$ cat src/rtl/dffq_delay_line.sv
// rtl/dffq_delay_line.sv - scannable WIDTH x DEPTH pipeline register with valid tracking
//
// Purpose:
//   A WIDTH-bit by DEPTH-stage chain of rising-edge flip-flops for bus retiming
//   and fixed-latency delay matching. Each stage carries a valid bit. All data
//   bits also form one serial scan chain.
//
// Ports:
//   CLK  in   1                 clock, all state updates on the rising edge
//   RST  in   1                 synchronous active-high reset
//   EN   in   1                 advance the pipeline by one stage
//   D    in   WIDTH             data into stage 0
//   DV   in   1                 valid flag accompanying D
//   SE   in   1                 scan enable (takes priority over EN)
//   SI   in   1                 scan serial input
//   Q    out  WIDTH             data of the last stage
//   QV   out  1                 valid of the last stage
//   SO   out  1                 scan serial output (MSB of the last stage)
//   OCC  out  clog2(DEPTH+1)    number of stages holding a valid word
module dffq_delay_line #(
  parameter int WIDTH = 8,
  parameter int DEPTH = 4,
  parameter logic [WIDTH-1:0] RESET_VAL = {WIDTH{1'b0}}
) (
  input  logic                             CLK,
  input  logic                             RST,
  input  logic                             EN,
  input  logic [WIDTH-1:0]                 D,
  input  logic                             DV,
  input  logic                             SE,
  input  logic                             SI,
  output logic [WIDTH-1:0]                 Q,
  output logic                             QV,
  output logic                             SO,
  output logic [$clog2(DEPTH+1)-1:0]       OCC
);

  localparam int CHAIN_W = WIDTH * DEPTH;
  localparam int OCC_W   = $clog2(DEPTH + 1);

  // Stage k occupies chain bits [k*WIDTH +: WIDTH], so the packed vector is
  // directly the scan chain with index j = k*WIDTH + b.
  logic [CHAIN_W-1:0] chain_q, chain_d;
  logic [DEPTH-1:0]   valid_q, valid_d;
  logic [OCC_W-1:0]   occ_c;

  always_comb begin
    chain_d = chain_q;
    valid_d = valid_q;
    if (SE) begin
      // Scan shift moves every data bit one place up the chain; valid bits
      // are not part of the chain and hold.
      chain_d[0] = SI;
      for (int j = 1; j < CHAIN_W; j++) begin
        chain_d[j] = chain_q[j-1];
      end
    end else if (EN) begin
      chain_d[WIDTH-1:0] = D;
      valid_d[0]         = DV;
      for (int k = 1; k < DEPTH; k++) begin
        chain_d[k*WIDTH +: WIDTH] = chain_q[(k-1)*WIDTH +: WIDTH];
        valid_d[k]                = valid_q[k-1];
      end
    end
  end

  always_ff @(posedge CLK) begin
    if (RST) begin
      chain_q <= {DEPTH{RESET_VAL}};
      valid_q <= '0;
    end else begin
      chain_q <= chain_d;
      valid_q <= valid_d;
    end
  end

  // Occupancy depends only on the valid registers, never on inputs.
  always_comb begin
    occ_c = '0;
    for (int k = 0; k < DEPTH; k++) begin
      occ_c = occ_c + OCC_W'(valid_q[k]);
    end
  end

  assign Q   = chain_q[CHAIN_W-1 -: WIDTH];
  assign QV  = valid_q[DEPTH-1];
  assign SO  = chain_q[CHAIN_W-1];
  assign OCC = occ_c;

endmodule

$ cat config.mk
export PLATFORM = sky130hd
export DESIGN_NAME = dffq_delay_line
export DESIGN_NICKNAME = d
export VERILOG_FILES = /design/src/rtl/dffq_delay_line.sv
export SDC_FILE = /design/constraint.sdc
export NUM_CORES = 1
export LEC_CHECK = 0
export ABC_AREA = 1
export BUFFER_PORTS_ARGS = -buffer_cell sky130_fd_sc_hd__buf_2
export CORE_MARGIN = 8
export CORE_UTILIZATION = 40
export DETAILED_ROUTE_END_ITERATION = 8
export PLACE_DENSITY = 0.7
export SYNTH_ARGS = -nofsm -noshare
export SYNTH_HDL_FRONTEND = slang
export SYNTH_SLANG_ARGS = --single-unit
export TNS_END_PERCENT = 5
$ cat constraint.sdc
create_clock -name CLK -period 3.6 [get_ports CLK]
set_input_delay 0.36 -clock CLK [delete_from_list [all_inputs] [get_ports CLK]]
set_output_delay 0.36 -clock CLK [all_outputs]
set_load 0.02 [all_outputs]
* Word-level counts from Yosys, hierarchy flattened *
Cells that the tools add are included.

word-level totals
  register bits after elaboration = 36
  input port bits = 14

cells by class
  bitwise operators = 1
  add/subtract/negate cells = 3
  mux-type cells = 2
  reduce and logical (&&, ||, !) cells = 2

operators by type and width
  operator           number
  $mux 32            2
  $add 2x1->3        1
  $add 3x1->3        1
  $add 1x1->2        1
  $reduce_and 2->1   1
  $reduce_bool 2->1  1
  $not 1->1          1

* Depth between registers and ports, before layout *
  depth in word-level cells = 3
  depth in mapped cells = 7
  mapped depth without buffers = 5

* Worst setup path after synthesis *
Ideal clock, no wire load.

  path type = register -> output
  from = register valid_q[3]
  to = output OCC[1]
  arrival = 1.624 ns
  setup slack = 1.616 ns
  required time = 3.240 ns
  cell stages (with the launch flop) = 6
  cell sequence = dfxtp_1 -> inv_1 -> fa_1 -> inv_1 -> ha_1 -> ha_1

on the way
  cells in the longest elaborated chain, start to end = 1

ends and longest elaborated chain
  element                   line  RTL
  start: declaration        44    logic [DEPTH-1:0] valid_q, valid_d;
  start signal: assignment  73    valid_q <= valid_d;
  $add 3x1->3               81    occ_c = occ_c + OCC_W'(valid_q[k]);
  end: declaration          35    output logic [$clog2(DEPTH+1)-1:0] OCC

No other way between the ends.

* Final worst setup path *
Ends and elaborated chain as after synthesis.

==> metrics.txt <==
Max-Cap Viols=0; CP endpoint kind=output pin; Syn Std Cell Area=1850 um^2; RePlAce Congestion=0.754; # DRC=0; register area=721 um^2; core area=4410 um^2; footprint of the multi-input gates=800 um^2; clk_skew=2.53 ps; FILL cells=455; WP buf/inv=3; fin util=44.3%; Starting Density=41.8%; Post-Syn Area per Cell=6.64 um^2; GR Layer Usage met1=11.4%; post-layout net count=303; status=finished, final reports clean; critical path's top delay family=adder cells; wire per inst=11.2 um; Rel. slew slack=36.5%; Unique masters post-synth=16; Sw Share=25.0%; I/O pins=27; I/O Buffers=26; CTS Buf Count=5; syn nets=295; Clock Latency Late Sink=280 ps; WS Path Type=flip-flop to output pin; clock tree sinks=36; hold buffer count at cts=0; GR peak layer=met2; Peak VDD IR=0.111 mV; GRT Util Overall=10.6%; Static Leak=1.13 nW; setup violators final=0; adder-cell area share of the yosys netlist=2.44%; Die H=83.9 um; maximum clock path buffer count=2; met3 Track Usage GR=3.52%; largest family of logic cells by synthesized area=simple AND/OR/NAND/NOR gates; Clk network pwr share=37.0%; setup TNS=0 ps; DR iter-0 viols=129; layout cells sized above 1=11.8%; Initial DRT Pass Iterations=5; vias in the first global route=1468; #FFs+latches synth=36; slowest CP cell=fa_1; first-pass GRT wire length=6380 um; Syn Inst Count=278; CTS H-tree depth=2; largest net degree at the start of global routing=37; antenna violations before repair=0; RSZ-0062 raised after global routing=false; Yosys warnings=0; Compound-Gate Fraction of Synth Area=1.08%; Critical Path AT=1830 ps; WP data required=3240 ps; Worst-path clk slew=70 ps; CTS tree=built; via count=1639; post-synthesis sequential area ratio=39.0%; DP HPWL=2440 um; Simple-Gate Fraction of Synth Area=39.8%; overall power=0.783 mW; CTS resizes=0; die area=7050 um^2; fin crit period=2190 ps; critical path's largest stage delay=520 ps; Rows=24; final WL=3790 um; hold crit path type=input port to flip-flop; area delta synth->final=5.89%; fin crit share=60.9%; power per standard cell area=401 nW/um^2; remaining antenna violation count=0; fin. max-slew vios=0; clk root buf=clkbuf_8; Post-CTS Setup Inserts=0; xor/xnor share of the synthesized area=0%; Ant. Diodes=0; grt total ovfl=0; Pint=0.588 mW; sequential share of power=53.2%; proportion of synthesized area in mux cells=0%; Net Switching=0.196 mW; CP Cell Sequence=inv_1 > fa_1 > inv_1 > ha_1 > ha_1 > buf_2; CP Launch Type=flip-flop; Slew @ Worst Pin=947 ps; DIE WIDTH=83.9 um; CP max FO=3; Final Hold Fails=0; Achievable Freq=456 MHz; met2 Track Usage GR=18.6%; post-DR vias/cell=4.83; Comb pwr share=9.8%
## cell type report
| cell class | instances | area share (%) |
|---|---|---|
| Multi-Input combinational cell | 177 | 40.9 |
| Tap cell | 52 | 3.33 |
| Timing Repair Buffer | 26 | 6.65 |
| Sequential cell | 36 | 36.9 |
| Inverter | 40 | 7.68 |
| Clock buffer | 8 | 4.61 |
## power by group through the flow
stage	clock network (mW)	registers, mW	logic (mW)
6_report	0.290	0.417	0.0768
5_1_grt	0.312	0.418	0.0868
4_1_cts	0.299	0.417	0.0778
3_5_place_dp	0	0.425	0.0777
3_3_place_gp	0	0.426	0.0762
2_1_floorplan	0	0.424	0.0666
## cell usage in the layout, fill, tap and decap left out
cell	n
buf_2	26
clkbuf_1	2
clkbuf_8	6
clkinv_1	1
dfxtp_1	36
fa_1	1
ha_1	2
inv_1	38
inv_2	1
nand2_1	97
nand3_1	64
nor2_1	8
nor2_8	1
o21ai_0	4
## cell usage after synthesis
library cell   n  area [um^2]
nor2_1         8         30.0
ha_1           2         25.0
inv_2          1         3.75
buf_4         12         90.1
nand2_1       97          364
nor2_8         1         20.0
buf_2          6         30.0
buf_6          4         45.0
clkinv_1       1         3.75
buf_1          1         3.75
dfxtp_1       36          721
fa_1           1         20.0
inv_1         38          143
nand3_1       64          320
clkbuf_1       2         7.51
o21ai_0        4         20.0
## registers in the layout, indices dropped and copies added (netlist names)
register,count
chain_q,32
valid_q,4
## final timing paths
kind | from | to | depth (start not counted) | slack, ps
hold reg to reg | valid_q[3]$_SDFFE_PP0P_ | valid_q[3]$_SDFFE_PP0P_ | 2 | 500
setup / recovery | valid_q[3]$_SDFFE_PP0P_ | OCC[1] | 6 | 1410
setup reg to reg | chain_q[2]$_SDFFE_PP0P_ | chain_q[10]$_SDFFE_PP0P_ | 4 | 2800
hold / removal | DV | valid_q[0]$_SDFFE_PP0P_ | 3 | 340
## per-layer routing
metal / routed length, um / vias to the layer above / share of wire, %
li1: - / 859 / -
met1: 1680 / 744 / 44
met2: 1890 / 32 / 50
met3: 159 / 4 / 4.2
met4: 54 / 0 / 1.4
met5: 0 / - / 0
## through the flow
stage / hold slack [ps] / instance area, um^2 / setup slack [ps] / std cells
2_1_floorplan: 472 / 1850 / 1620 / 278
5_1_grt: 339 / 1960 / 1330 / 339
3_3_place_gp: 486 / 1870 / 1720 / 331
6_report: 342 / 1960 / 1410 / 339
4_1_cts: 337 / 1960 / 1380 / 339
3_5_place_dp: 492 / 1870 / 1670 / 331
## worst register-to-register path, stage by stage (launching register included)
cell and delay (ps):
dfxtp_1 370, nand3_1 120, nand3_1 140, nand2_1 50, inv_1 60
## cells by family after synthesis
kind of cell | Yosys count
buffers and inverters | 65
AO/OA/AOI/OAI | 4
adder cells (fa/ha/maj) | 3
flip-flops | 36
AND/OR/NAND/NOR | 170
Power figures use the tool's default switching activity.
